<file path="config.mk">
export PLATFORM = sky130hd
export DESIGN_NAME = lcd_fifo_rd_ctl
export DESIGN_NICKNAME = d
export VERILOG_FILES = /design/src/rtl/lcd_fifo_rd_ctl.sv
export SDC_FILE = /design/constraint.sdc
export NUM_CORES = 1
export LEC_CHECK = 0
export BUFFER_PORTS_ARGS = -buffer_cell sky130_fd_sc_hd__clkbuf_2
export CAP_MARGIN = 20
export CORE_AREA = 5 5 92 94
export CTS_CLUSTER_DIAMETER = 30
export DETAILED_ROUTE_END_ITERATION = 8
export DIE_AREA = 0 0 97 99
export PLACE_DENSITY_LB_ADDON = 0.08
export SLEW_MARGIN = 30
export SYNTH_ARGS = -nofsm -noshare
export SYNTH_HDL_FRONTEND = slang
export SYNTH_SLANG_ARGS = --single-unit
</file>
<file path="constraint.sdc">
create_clock -name fifo_rd_clk -period 2.9 [get_ports fifo_rd_clk]
set_clock_uncertainty 0.1 [all_clocks]
set_input_delay 0.29 -clock fifo_rd_clk [delete_from_list [all_inputs] [get_ports fifo_rd_clk]]
set_output_delay 0.29 -clock fifo_rd_clk [all_outputs]
set_load 0.005 [all_outputs]
</file>
<file path="src/rtl/lcd_fifo_rd_ctl.sv">
// LCD read-side raster controller: waits for frame sync and a FIFO prefill level,
// then produces HSYNC/VSYNC/DE timing and pops one FIFO word per active pixel.
module lcd_fifo_rd_ctl #(
  parameter int          H_ACTIVE           = 800,
  parameter int          H_FP               = 40,
  parameter int          H_SYNC             = 128,
  parameter int          H_BP               = 88,
  parameter int          V_ACTIVE           = 480,
  parameter int          V_FP               = 1,
  parameter int          V_SYNC             = 3,
  parameter int          V_BP               = 21,
  parameter logic [31:0] FIFO_PREFILL_DEPTH = 32'd512
) (
  input  logic        fifo_rd_clk,
  input  logic        rst_n,
  input  logic        lcd_framesync,
  output logic        fifo_rd_en,
  input  logic [15:0] fifo_rd_data,
  input  logic        fifo_empty,
  input  logic [9:0]  fifo_rd_cnt,
  output logic        lcd_hs,
  output logic        lcd_vs,
  output logic        lcd_de,
  output logic [15:0] lcd_rgb,
  output logic        underflow,
  output logic [1:0]  o_dbg_state
);

  localparam logic [11:0] H_SYNC_W  = 12'(H_SYNC);
  localparam logic [11:0] V_SYNC_W  = 12'(V_SYNC);
  localparam logic [11:0] H_ACT_LO  = 12'(H_SYNC + H_BP);
  localparam logic [11:0] H_ACT_HI  = 12'(H_SYNC + H_BP + H_ACTIVE);
  localparam logic [11:0] V_ACT_LO  = 12'(V_SYNC + V_BP);
  localparam logic [11:0] V_ACT_HI  = 12'(V_SYNC + V_BP + V_ACTIVE);
  localparam logic [11:0] H_LAST    = 12'(H_SYNC + H_BP + H_ACTIVE + H_FP - 1);
  localparam logic [11:0] V_LAST    = 12'(V_SYNC + V_BP + V_ACTIVE + V_FP - 1);

  typedef enum logic [1:0] {
    ST_IDLE    = 2'd0,
    ST_PREFILL = 2'd1,
    ST_RUN     = 2'd2
  } state_t;

  state_t      r_state;
  logic [11:0] r_h_cnt;
  logic [11:0] r_v_cnt;
  logic        r_hs;
  logic        r_vs;
  logic        r_de;
  logic        r_rd_d;
  logic        r_underflow;
  logic        r_frame_err;

  logic w_h_act;
  logic w_v_act;
  logic w_active_pre;
  logic w_rd_en;
  logic w_underrun;
  logic w_h_last;
  logic w_v_last;
  logic w_prefill_ok;

  assign w_h_act      = (r_h_cnt >= H_ACT_LO) && (r_h_cnt < H_ACT_HI);
  assign w_v_act      = (r_v_cnt >= V_ACT_LO) && (r_v_cnt < V_ACT_HI);
  assign w_active_pre = (r_state == ST_RUN) && w_h_act && w_v_act;
  assign w_rd_en      = w_active_pre && !fifo_empty;
  assign w_underrun   = w_active_pre && fifo_empty;
  assign w_h_last     = (r_h_cnt == H_LAST);
  assign w_v_last     = (r_v_cnt == V_LAST);
  assign w_prefill_ok = ({22'd0, fifo_rd_cnt} >= FIFO_PREFILL_DEPTH);

  always_ff @(posedge fifo_rd_clk) begin
    if (!rst_n) begin
      r_state     <= ST_IDLE;
      r_h_cnt     <= 12'd0;
      r_v_cnt     <= 12'd0;
      r_hs        <= 1'b1;
      r_vs        <= 1'b1;
      r_de        <= 1'b0;
      r_rd_d      <= 1'b0;
      r_underflow <= 1'b0;
      r_frame_err <= 1'b0;
    end else begin
      r_hs   <= 1'b1;
      r_vs   <= 1'b1;
      r_de   <= 1'b0;
      r_rd_d <= 1'b0;
      case (r_state)
        ST_IDLE: begin
          r_h_cnt <= 12'd0;
          r_v_cnt <= 12'd0;
          if (lcd_framesync) r_state <= ST_PREFILL;
        end
        ST_PREFILL: begin
          r_h_cnt <= 12'd0;
          r_v_cnt <= 12'd0;
          if (w_prefill_ok) r_state <= ST_RUN;
        end
        ST_RUN: begin
          // Outputs lag the counters by one clock to line up with FIFO read data.
          r_hs   <= !(r_h_cnt < H_SYNC_W);
          r_vs   <= !(r_v_cnt < V_SYNC_W);
          r_de   <= w_active_pre;
          r_rd_d <= w_rd_en;
          if (w_underrun) begin
            r_underflow <= 1'b1;
            r_frame_err <= 1'b1;
          end
          if (w_h_last) begin
            r_h_cnt <= 12'd0;
            if (w_v_last) begin
              r_v_cnt <= 12'd0;
              // A damaged frame drops back to IDLE to resynchronise with the writer.
              if (r_frame_err || w_underrun) begin
                r_state     <= ST_IDLE;
                r_frame_err <= 1'b0;
              end
            end else begin
              r_v_cnt <= r_v_cnt + 12'd1;
            end
          end else begin
            r_h_cnt <= r_h_cnt + 12'd1;
          end
        end
        default: r_state <= ST_IDLE;
      endcase
    end
  end

  assign fifo_rd_en  = w_rd_en;
  assign lcd_hs      = r_hs;
  assign lcd_vs      = r_vs;
  assign lcd_de      = r_de;
  assign lcd_rgb     = r_rd_d ? fifo_rd_data : 16'h0000;
  assign underflow   = r_underflow;
  assign o_dbg_state = r_state;

endmodule

</file>
Word level (Yosys, flattened, before mapping)
Cells that the tools add are included.
{"block": "classes", "n_addsub": 2, "order_cmp": 7, "eq_ne": 9, "muxes": 16, "reduce_logical": 17}
{"cell": "$pmux 12 s2", "n": 2}
{"cell": "$mux 12", "n": 3}
{"cell": "$add 12x1->12 const B", "n": 2}
{"cell": "$mux 16", "n": 1}
{"cell": "$eq 12x11->1 const B", "n": 1}
{"cell": "$eq 12x9->1 const B", "n": 1}
{"cell": "$ge 12x5->1 const B", "n": 1}
{"cell": "$ge 12x8->1 const B", "n": 1}
{"cell": "$lt 12x10->1 const B", "n": 1}
{"cell": "$lt 12x2->1 const B", "n": 1}
{"cell": "$lt 12x8->1 const B", "n": 1}
{"cell": "$lt 12x9->1 const B", "n": 1}
{"cell": "$ge 10x10->1 const B", "n": 1}
{"cell": "$mux 2", "n": 5}
{"cell": "$ne 2x2->1 const B", "n": 4}
{"cell": "$logic_and 1x1->1", "n": 6}
{"cell": "$pmux 2 s3", "n": 1}
{"cell": "$reduce_and 2->1", "n": 3}
{"cell": "$reduce_and 5->1", "n": 1}
{"cell": "$mux 1", "n": 4}
{"cell": "$logic_not 1->1", "n": 3}
{"cell": "$eq 2x1->1 const B", "n": 1}
{"cell": "$eq 2x2->1 const B", "n": 1}
{"cell": "$logic_not 2->1", "n": 1}
{"cell": "4 further kinds", "n": 4}
{"block": "word_totals", "reg_bits": 32, "input_bits": 30}

Depth between registers and ports, before layout
Gate-level depths: netlist of the first run.
{"block": "logic_depth", "depth_word": 10, "mapped_depth": 7}

Worst setup path after synthesis of the first run
OpenSTA, ideal clock, no wires.
{"block": "synth_timing", "path_type": "reg-to-reg", "startpoint": "register r_h_cnt[0]", "endpoint": "register r_v_cnt[11]", "setup_time_ns": 0.066, "arrival_ns": 1.664, "required_ns": 2.734, "setup_slack_ns": 1.069, "stages_incl_launch_ff": 7, "n_path_buf": 1, "period_less_slack_ns": 1.831, "cell_sequence": "dfxtp_1 ha_1 and4_1 buf_2 a31oi_4 or4_4 a21oi_2"}
{"block": "synth_between", "elab_chain_cells": 3}
{"element": "start, declared", "line_no": "45", "text": "logic [11:0] r_h_cnt;"}
{"element": "start signal, assigned", "line_no": "122", "text": "r_h_cnt <= r_h_cnt + 12'd1;"}
{"element": "$eq 12x11->1", "line_no": "68", "text": "assign w_h_last = (r_h_cnt == H_LAST);"}
{"element": "$ne 2x2->1 (no source line)"}
{"element": "$reduce_and 2->1 (no source line)"}
{"element": "end signal, assigned", "line_no": "119", "text": "r_v_cnt <= r_v_cnt + 12'd1;"}
{"element": "end, declared", "line_no": "46", "text": "logic [11:0] r_v_cnt;"}
Every way passes these cells.
A chain may end at the register's enable or synchronous reset.

Final worst setup path of the first run
{"block": "layout_timing", "startpoint": "register r_v_cnt[5]", "endpoint": "output port fifo_rd_en"}
{"block": "layout_between", "elab_chain_cells": 4, "elab_cells_between_ends": 5, "classes_between": "2 x order compare; 3 x reduce/logical"}
{"element": "$ge 12x5->1 / $lt 12x9->1 (equally long branches)", "line_no": "64", "text": "assign w_v_act = (r_v_cnt >= V_ACT_LO) && (r_v_cnt < V_ACT_HI);"}
{"element": "$logic_and 1x1->1 (*)", "line_no": "64"}
{"element": "$logic_and 1x1->1 (*)", "line_no": "65", "text": "assign w_active_pre = (r_state == ST_RUN) && w_h_act && w_v_act;"}
{"element": "$logic_and 1x1->1 (*)", "line_no": "66", "text": "assign w_rd_en = w_active_pre && !fifo_empty;"}
{"element": "end, declared", "line_no": "17", "text": "output logic fifo_rd_en,"}
Every way passes the cells marked *; elsewhere a longest branch is shown, timed or not.

==> results of run 1 <==
worst reg2reg max path, cell delays in order, from the launching register on:
cell and delay, ns:
dfxtp_1 0.41, ha_1 0.23, and4_1 0.39, nand3_2 0.29, o31ai_4 0.54, a21oi_1 0.08
routing by layer:
metal,up-vias,track usage (%),wire length (um)
li1,869,-,-
met3,4,3.54,368
met5,-,0,0
met2,54,16.5,2130
met4,0,3.24,38
met1,751,13.9,2410
metrics by stage:
stage | cells | util (%) | cell area, um^2 | hold slack [ns] | total power, mW
floorplan | 214 | - | 1820 | 0.269 | 0.539
global placement | 350 | 28.0 | 2120 | 0.353 | 0.578
global route | 357 | 29.0 | 2200 | 0.155 | 0.937
finish | 357 | 29.0 | 2200 | 0.146 | 0.898
detailed placement | 350 | 28.0 | 2120 | 0.360 | 0.578
CTS | 357 | 29.0 | 2200 | 0.141 | 0.914
kinds of logic after synthesis:
group,share of synthesized area (%)
simple gates,34.8
compound gates,17.9
xor+xnor,2.40
flops,35.2
mux,1.65
buf+inv,5.36
fa+ha+maj,2.75
report_power, final:
part / leakage (nW) / internal (mW) / total (mW) / switching, mW
Sequential: 0.258 / 0.448 / 0.463 / 0.0148
Combinational: 0.463 / 0.0388 / 0.102 / 0.0635
Clock: 0.0410 / 0.163 / 0.333 / 0.169
Yosys cell counts, drive strengths merged (7+ instances only):
cell type / number
nor3: 10
inv: 9
nor2: 9
a21oi: 19
nand4: 10
dfxtp: 32
nand3: 13
o31ai: 7
or4: 9
nand2: 13
and2: 18
o21ai: 9
how the worst max path moves through the flow:
| stage | from | end | slack [ns] | cells past startpoint |
|---|---|---|---|---|
| 6_report | r_v_cnt[5] | fifo_rd_en | 0.58 | 5 |
| 5_1_grt | r_v_cnt[5] | fifo_rd_en | 0.47 | 5 |
| 2_1_floorplan | r_h_cnt[0] | r_v_cnt[11] | 1.07 | 6 |
| 3_5_place_dp | r_h_cnt[0] | r_v_cnt[2] | 0.73 | 5 |
| 3_3_place_gp | r_h_cnt[0] | r_v_cnt[2] | 0.72 | 5 |
| 4_1_cts | r_v_cnt[5] | fifo_rd_en | 0.57 | 5 |
state kept, by name (all words and copies together), names as in the netlist:
| register | count |
|---|---|
| lcd_hs | 1 |
| underflow | 1 |
| o_dbg_state | 2 |
| lcd_de | 1 |
| lcd_vs | 1 |
| r_frame_err | 1 |
| r_h_cnt | 12 |
| r_v_cnt | 12 |
| r_rd_d | 1 |
layout by cell type (no fill, tap or decap), drive strengths merged:
master | netlist | final
a211oi | 2 | 2
a21boi | 1 | 1
a21oi | 19 | 19
a311oi | 1 | 1
a31oi | 3 | 3
and2 | 18 | 18
and4 | 5 | 5
buf | 5 | 2
clkbuf | 6 | 49
clkinv | 1 | 2
dfxtp | 32 | 32
ha | 4 | 4
inv | 9 | 9
mux2i | 3 | 3
nand2 | 13 | 13
nand3 | 13 | 13
nand4 | 10 | 10
nor2 | 9 | 9
nor2b | 2 | 2
nor3 | 10 | 10
nor3b | 1 | 1
nor4 | 4 | 4
nor4b | 1 | 1
o2111a | 1 | 1
o21a | 2 | 2
o21ai | 9 | 9
o2bb2ai | 1 | 1
o31ai | 7 | 7
o32ai | 1 | 1
or3 | 5 | 5
or3b | 2 | 2
or4 | 9 | 9
xnor2 | 4 | 4
xor2 | 1 | 1
layout make-up:
type	instances	area [um^2]
Fill cell	837	5370
Multi-Input combinational cell	161	1080
Sequential cell	32	641
Timing Repair Buffer	45	230
Tap cell	102	128
Clock buffer	6	72.6
Inverter	10	37.5
Clock inverter	1	5.00
==> run_results.csv, run 1 <==
group,metric,value,unit
run_status,status,"finished, final reports clean",
routing,avgViaCountPerCell,4.70,
floorplanning,die_area,9600,um^2
cells_and_area,layout.nets,289,
clock_tree,cts_resized,0,
setup_path,rrSetupSlack,0.72,ns
synth,synth-seq-cells,32,
sta,finalCriticalPeriod,2.32,ns
clock_tree,cts_sinks,32,
floorplanning,coreArea,7570,um^2
routing,wl_per_cell,13.8,um
sta,tns,0,ns
setup_path,cp_slowest_cell,"or4_1",
clock_tree,ctsHoldBuffers,0,
synth,yosys.cell_types.count,45,
routing,drt_pass1_iterations,4,
sta,fin_crit_sh,79.9,%
setup_path,worstReg2RegStart,"r_h_cnt[0]",
floorplanning,io_pins,53,
routing,drtAntennaViolNets,0,
grt,grtUsageTotal,10.6,%
setup_path,cp_cell_sequence,"or4_1 -> or3b_1 -> nand4_1 -> nor2_1 -> clkbuf_2",
synth,synth_top_area_share,35.2,%
cells_and_area,areaGrowthSynthToFinish,20.6,%
clock_tree,cts_made_buffers,5,
setup_path,cp-start-kind,"flip-flop",
grt,overflow,0,
synth,synth_fp_nets,248,
routing,drtIter0Drc,83,
sta,max_freq,432,MHz
grt,grt_pass1_vias,1604,
pwr,peakVddDrop,0.136,mV
routing,drc,0,
routing,via_count,1678,
synth,yosysWarnings,0,
synth,yosysTopAreaCell,"dfxtp_1",
setup_path,critPathMaxFanout,6,
clock_tree,htree_levels,2,
placed_design,pre_cts_ws,0.727,ns
setup_path,slowest_delay,0.55,ns
floorplanning,fp-row-count,32,
setup_path,critPathKind,"reg2out",
setup_path,r2r_end,"r_v_cnt[4]",
floorplanning,start_util,24.1,%
synth,syn_area_per_cell,8.51,um^2
synth,synth-edff-count,0,
synth,synth-seq-area-share,35.2,%
synth,syn_area,1820,um^2
sta,worst_pin_slew,0.541,ns
min_path,worstHoldStart,"fifo_empty",
clock_tree,clk_pin_slew,0.07,ns
setup_path,end_kind,"output port",
sta,setup_slack,0.583,ns
min_path,hold_class,"in2reg",
setup_path,cp_top_family,"simple AND/OR/NAND/NOR gates",
pwr,power_leakage,0.762,nW
placed_design,gp_congestion,0.747,
synth,synth.area.top_cells,"dfxtp_1 (35%), and2_1 (6.2%), a21oi_1 (4.9%)",
synth,synthFlopType,"dfxtp_1",
job,maxCapViolations,0,
sta,maxSlewViolCount,0,
floorplanning,die_h,99,um
cells_and_area,diodes,0,
setup_path,timing.critical_path.buf_inv,1,
grt,grt_max_degree,19,
clock_tree,cts.path.max_buffers,2,
sta,hold_violations,0,
setup_path,cp_data_required_time,2.51,ns
synth,syn_inst,214,
placed_design,portBuffers,43,
synth,async_flop_share,0,%
sta,relSlewSlack,63.9,%
cells_and_area,drive_above_1_share,25.5,%
placed_design,dpl.hpwl,3630,um
clock_tree,tritoncts,"done",
clock_tree,root_buffer,"clkbuf_8",
sta,setup_viol,0,
sta,rsz0062_at_grt,"false",
clock_tree,worstSkewPairLatency,0.28,ns
min_path,min_delay_path_depth,2,
setup_path,reg2reg_depth,5,
min_path,min_delay_worst_endpoint,"r_rd_d",
floorplanning,dieWidth,97,um
clock_tree,cts_setup_buffers,0,
pwr,power_per_cell_area,409,nW/um^2
grt,grt_pass1_wl,8350,um
routing,wl,4940,um
grt,antenna_found_initial,0,
setup_path,critPathArrivalTime,1.93,ns
Power figures use the tool's default switching activity.
==> run 2: changes to the inputs <==
==> constraint.sdc (replaced) <==
create_clock -name fifo_rd_clk -period 2.15 [get_ports fifo_rd_clk]
set_clock_uncertainty 0.1 [all_clocks]
set_input_delay 0.215 -clock fifo_rd_clk [delete_from_list [all_inputs] [get_ports fifo_rd_clk]]
set_output_delay 0.215 -clock fifo_rd_clk [all_outputs]
set_load 0.005 [all_outputs]
==> run_results.csv, run 2 (synthesis gave the netlist of run 1 again) <==
group,metric,value,unit
routing,drtAntennaViolNets,0,
run_status,status,"finished, final reports clean",
cells_and_area,final_cell_mix,"clkbuf_2 (43), dfxtp_1 (30), and2_1 (18), a21oi_1 (18), buf_4 (17)",
grt,use_met3,3.40,%
routing,wl_per_cell,13.7,um
setup_path,r2r_end,"r_rd_d",
sta,tns,0,ns
routing,drtIter0Drc,59,
floorplanning,start_util,24.1,%
routing,via_count,1750,
floorplanning,die_area,9600,um^2
floorplanning,fp-row-count,32,
setup_path,end_kind,"output port",
clock_tree,ctsHoldBuffers,0,
setup_path,cp-start-kind,"flip-flop",
min_path,min_delay_worst_endpoint,"r_rd_d",
grt,overflow,0,
setup_path,rrSetupSlack,0.15,ns
sta,hold_violations,0,
pwr,power_per_cell_area,539,nW/um^2
routing,drc,0,
clock_tree,worstSkewPairLatency,0.29,ns
grt,grt_max_degree,20,
cells_and_area,finalInstanceArea,2340,um^2
grt,grt_pass1_wl,8820,um
routing,avgViaCountPerCell,4.69,
clock_tree,cts.path.max_buffers,2,
sta,fin_crit_sh,98.7,%
floorplanning,dieWidth,97,um
clock_tree,clk_pin_slew,0.07,ns
pwr,peakVddDrop,0.295,mV
placed_design,placed_area,2200,um^2
setup_path,critPathArrivalTime,1.81,ns
sta,rsz0062_at_grt,"true",
pwr,power_leakage,0.836,nW
sta,max_freq,471,MHz
sta,worst_pin_slew,0.561,ns
setup_path,cp_data_required_time,1.84,ns
clock_tree,tritoncts,"done",
placed_design,dpl.hpwl,3860,um
cells_and_area,layout_commonest_cell,"clkbuf_2",
floorplanning,coreArea,7570,um^2
cells_and_area,layout.nets,304,
cells_and_area,areaGrowthSynthToFinish,28.4,%
job,maxCapViolations,0,
placed_design,portBuffers,43,
grt,grt_pass1_vias,1745,
grt,busiest_layer,"met2",
grt,antenna_found_initial,0,
routing,drt_pass1_iterations,4,
min_path,min_delay_path_depth,2,
clock_tree,cts_made_buffers,5,
sta,finalCriticalPeriod,2.12,ns
clock_tree,cts_sinks,32,
setup_path,worstReg2RegStart,"r_h_cnt[7]",
setup_path,critPathMaxFanout,5,
clock_tree,root_buffer,"clkbuf_8",
min_path,hold_class,"in2reg",
sta,setup_viol,0,
routing,wl,5120,um
grt,grt_use_met1,14.4,%
setup_path,critPathKind,"reg2out",
sta,maxSlewViolCount,0,
grt,groute.layer.met2.usage,18.1,%
placed_design,gp_congestion,0.772,
min_path,worstHoldStart,"fifo_empty",
cells_and_area,diodes,0,
floorplanning,die_h,99,um
pwr,p_total,1.26,mW
setup_path,reg2reg_depth,7,
cells_and_area,drive_above_1_share,31.7,%
grt,grtUsageTotal,11.2,%
sta,relSlewSlack,62.5,%
floorplanning,io_pins,53,
clock_tree,htree_levels,2,
-- run 2: changes by cell type in the layout (fill, tap and decap cells not counted), sizes merged --
cell | before | now
buf | 2 | 17
clkbuf | 49 | 50
clkinv | 2 | 1
clkinvlp | 0 | 1
-- run 2: worst max-delay path, cell delays in order (launching register included) --
cell	delay, ns
dfxtp_4	0.35
or4_4	0.51
or3b_4	0.39
nand4_1	0.12
nor2_1	0.05
clkbuf_2	0.10
-- run 2: worst max-delay path by stage --
stage             endpoint  slack, ns  depth (start not counted)  startpoint
6_report        fifo_rd_en       0.03                          5  r_v_cnt[6]
3_3_place_gp    fifo_rd_en       0.23                          5  r_v_cnt[5]
5_1_grt         fifo_rd_en      -0.03                          5  r_v_cnt[6]
2_1_floorplan  r_v_cnt[11]       0.32                          6  r_h_cnt[0]
4_1_cts         fifo_rd_en      0.002                          5  r_v_cnt[6]
3_5_place_dp    fifo_rd_en       0.25                          5  r_v_cnt[5]
-- run 2: final cells by class --
cell class              instances  area [um^2]
clock inverters                 1         7.51
fillers                       849         5230
multi-input cells             161         1090
inverters                      10         37.5
repair buffers                 60          343
clock buffers                   7         86.3
flip-flops and latches         32          646
well taps                     102          128
-- run 2: stage by stage --
stage,utilization (%),hold slack [ns],instances,setup WS (ns)
after global routing,30.9,0.0523,373,-0.0350
after floorplan,-,0.194,214,0.319
after detailed placement,29.1,0.347,361,0.247
after CTS,30.9,0.0445,373,0.00233
final,30.9,0.0496,373,0.0283
after global placement,29.1,0.355,361,0.234
-- run 2: power by group --
part | switching [mW] | internal, mW
Clock | 0.233 | 0.260
Sequential | 0.0135 | 0.603
Combinational | 0.0935 | 0.0581
-- run 2: what timing repair did --
action,CTS,global route
resized for setup,4,2
setup endpoints to repair,1,2
setup buffers,4,0
pin swaps,2,1
-- run 2: per-layer routing --
metal  share of wire [%]  vias to the layer above
li1                    -                      899
met1                  48                      795
met2                  44                       50
met3                 6.8                        6
met4                 1.2                        0
met5                   0                        -
==> run 3: changes to the inputs <==
--- a/config.mk
+++ b/config.mk
@@ -5,13 +5,16 @@
 export SDC_FILE = /design/constraint.sdc
 export NUM_CORES = 1
 export LEC_CHECK = 0
+export ABC_AREA = 1
 export BUFFER_PORTS_ARGS = -buffer_cell sky130_fd_sc_hd__clkbuf_2
 export CAP_MARGIN = 20
-export CORE_AREA = 5 5 92 94
+export CORE_AREA = 5 5 98 100
 export CTS_CLUSTER_DIAMETER = 30
 export DETAILED_ROUTE_END_ITERATION = 8
-export DIE_AREA = 0 0 97 99
+export DIE_AREA = 0 0 103 105
 export PLACE_DENSITY_LB_ADDON = 0.08
+export REMOVE_ABC_BUFFERS = 1
+export SETUP_SLACK_MARGIN = 0.2
 export SLEW_MARGIN = 30
 export SYNTH_ARGS = -nofsm -noshare
 export SYNTH_HDL_FRONTEND = slang
==> run_results.csv, run 3 <==
group,metric,value,unit
cells_and_area,drive_above_1_share,21.3,%
floorplanning,io_pins,53,
synth,synth_compound_area_share,9.07,%
synth,synthFlopType,"dfxtp_1",
sta,tns,0,ns
cells_and_area,areaGrowthSynthToFinish,23.9,%
cells_and_area,final_cell_mix,"nand2_1 (98), inv_1 (53), clkbuf_2 (43)",
synth,async_flop_share,0,%
synth,synth_top_family_by_area,"simple AND/OR/NAND/NOR gates",
synth,synth-seq-area-share,30.8,%
floorplanning,coreArea,8590,um^2
cells_and_area,diodes,0,
setup_path,end_kind,"flip-flop",
routing,avgViaCountPerCell,4.39,
floorplanning,dieWidth,103,um
setup_path,cp-start-kind,"flip-flop",
clock_tree,cts_made_buffers,5,
clock_tree,htree_levels,2,
cells_and_area,layout_commonest_cell,"nand2_1",
placed_design,portBuffers,43,
synth,synth_top_area_share,30.8,%
sta,maxSlewViolCount,0,
setup_path,timing.critical_path.buf_inv,2,
placed_design,gp_congestion,0.823,
clock_tree,root_buffer,"clkbuf_8",
grt,overflow,0,
clock_tree,cts.path.max_buffers,2,
setup_path,slowest_delay,0.40,ns
clock_tree,ctsHoldBuffers,0,
placed_design,place_inst,491,
sta,fin_crit_sh,84.4,%
sta,rsz0062_at_grt,"true",
placed_design,dpl.hpwl,4750,um
floorplanning,start_util,24.2,%
floorplanning,die_area,10800,um^2
synth,ys_top_cells_by_count,"nand2_1 (98), inv_1 (54), nor2_1 (41)",
grt,grt_pass1_vias,2112,
synth,synth-edff-count,0,
sta,worst_pin_slew,0.492,ns
sta,relSlewSlack,67.1,%
grt,grt_pass1_wl,10400,um
grt,antenna_found_initial,0,
synth,yosysMostFrequentCell,"nand2_1",
cells_and_area,multi_input_area,1180,um^2
pwr,power_leakage,1.26,nW
cells_and_area,instances_no_fill,503,
synth,synthMuxAreaShare,0,%
setup_path,cp_data_required_time,2.28,ns
clock_tree,cts_sinks,32,
synth,synthAdderAreaFrac,2.40,%
pwr,power_per_cell_area,849,nW/um^2
setup_path,critPathKind,"reg2reg",
clock_tree,worstSkewPairLatency,0.29,ns
routing,drtAntennaViolNets,0,
run_status,status,"finished, final reports clean",
setup_path,cp_top_family,"simple AND/OR/NAND/NOR gates",
synth,synth.area.top_cells,"dfxtp_1 (31%), nand2_1 (18%), inv_1 (9.7%)",
job,maxCapViolations,0,
synth,synthSimpleGateAreaFrac,44.4,%
synth,syn_inst,342,
placed_design,pre_cts_ws,0.312,ns
synth,synth_xor_area_share,0.420,%
placed_design,placed_area,2430,um^2
cells_and_area,layout.nets,428,
routing,drt_pass1_iterations,4,
cells_and_area,seq_area,643,um^2
grt,grt_max_degree,17,
clock_tree,tritoncts,"done",
cells_and_area,fillers,980,
setup_path,cp_slowest_cell,"dfxtp_1",
floorplanning,die_h,105,um
grt,grtUsageTotal,12.0,%
routing,drtIter0Drc,74,
sta,setup_slack,0.335,ns
synth,yosys.cell_types.count,29,
sta,max_freq,551,MHz
routing,wl,6170,um
setup_path,cp_cell_sequence,"ha_1 -> nand2_1 -> nor2_1 -> nand3_2 -> nand2_4 -> buf_4 -> nand3_1 -> nand2_1 -> inv_1 -> nor2_1",
routing,drc,0,
floorplanning,fp-row-count,34,
routing,wl_per_cell,12.3,um
cells_and_area,finalInstanceArea,2580,um^2
sta,finalCriticalPeriod,1.82,ns
synth,yosysTopAreaCell,"dfxtp_1",
synth,syn_area,2080,um^2
pwr,peakVddDrop,0.312,mV
synth,syn_area_per_cell,6.09,um^2
sta,setup_viol,0,
routing,via_count,2206,
setup_path,critPathMaxFanout,9,
min_path,hold_class,"in2reg",
clock_tree,clk_pin_slew,0.08,ns
synth,synth-seq-cells,32,
setup_path,critPathArrivalTime,1.94,ns
synth,yosysWarnings,0,
sta,hold_violations,0,
[run 3: worst reg2reg max path, cell delays in order (launching register included)]
cell	delay, ns
dfxtp_1	0.40
ha_1	0.23
nand2_1	0.11
nor2_1	0.14
nand3_2	0.15
nand2_4	0.16
buf_4	0.18
nand3_1	0.10
nand2_1	0.07
inv_1	0.03
nor2_1	0.08
[run 3: where the power goes]
group          switching, mW  leakage (nW)  internal, mW
Clock                  0.249        0.0552         0.344
Sequential            0.0726         0.260         0.654
Combinational          0.556         0.940         0.316
[run 3: timing repair]
action                     in CTS  in global routing
setup endpoints to repair       1                  8
pin swaps                       0                  1
gates resized for setup         1                  5
setup buffers                   0                  4
[run 3: metal layers]
layer	share of wire, %	track usage [%]	up-vias
li1	-	-	1171
met1	47	15.8	994
met2	49	20.3	33
met3	3.2	2.40	8
met4	0.94	2.50	0
met5	0	0	-
[run 3: cells by family (layout without fill, tap and decap cells)]
group	Yosys count	count (layout)
adder cells (fa/ha/maj)	4	4
buffers and inverters	66	119
AND/OR/NAND/NOR	206	206
flip-flops	32	32
XOR/XNOR	1	1
AO/OA/AOI/OAI	33	33
[run 3: path summary, 6_finish.rpt]
| check | startpoint | to | slack, ns | cells past startpoint |
|---|---|---|---|---|
| min reg2reg | underflow | underflow | 0.36 | 2 |
| min | fifo_empty | r_rd_d | 0.02 | 2 |
| max | r_h_cnt[1] | r_v_cnt[10] | 0.33 | 10 |
| max reg2reg | r_h_cnt[1] | r_v_cnt[10] | 0.33 | 10 |
[run 3: through the flow]
step	hold slack, ns	utilization, %	power [mW]
floorplan	0.187	-	1.24
global placement	0.326	28.3	1.56
detailed placement	0.322	28.3	1.55
CTS	0.00989	29.6	2.16
global route	0.0195	30.0	2.38
finish	0.0230	30.0	2.19
[run 3: area by class of cell]
class                      instances  share of cell area (%)
clock buffer                       6                    2.81
timing repair buffer              54                    11.5
multi-input combinational        244                    45.9
clock inverter                     2                    1.36
inverter                          57                    8.29
tap                              108                    5.24
sequential                        32                    24.9
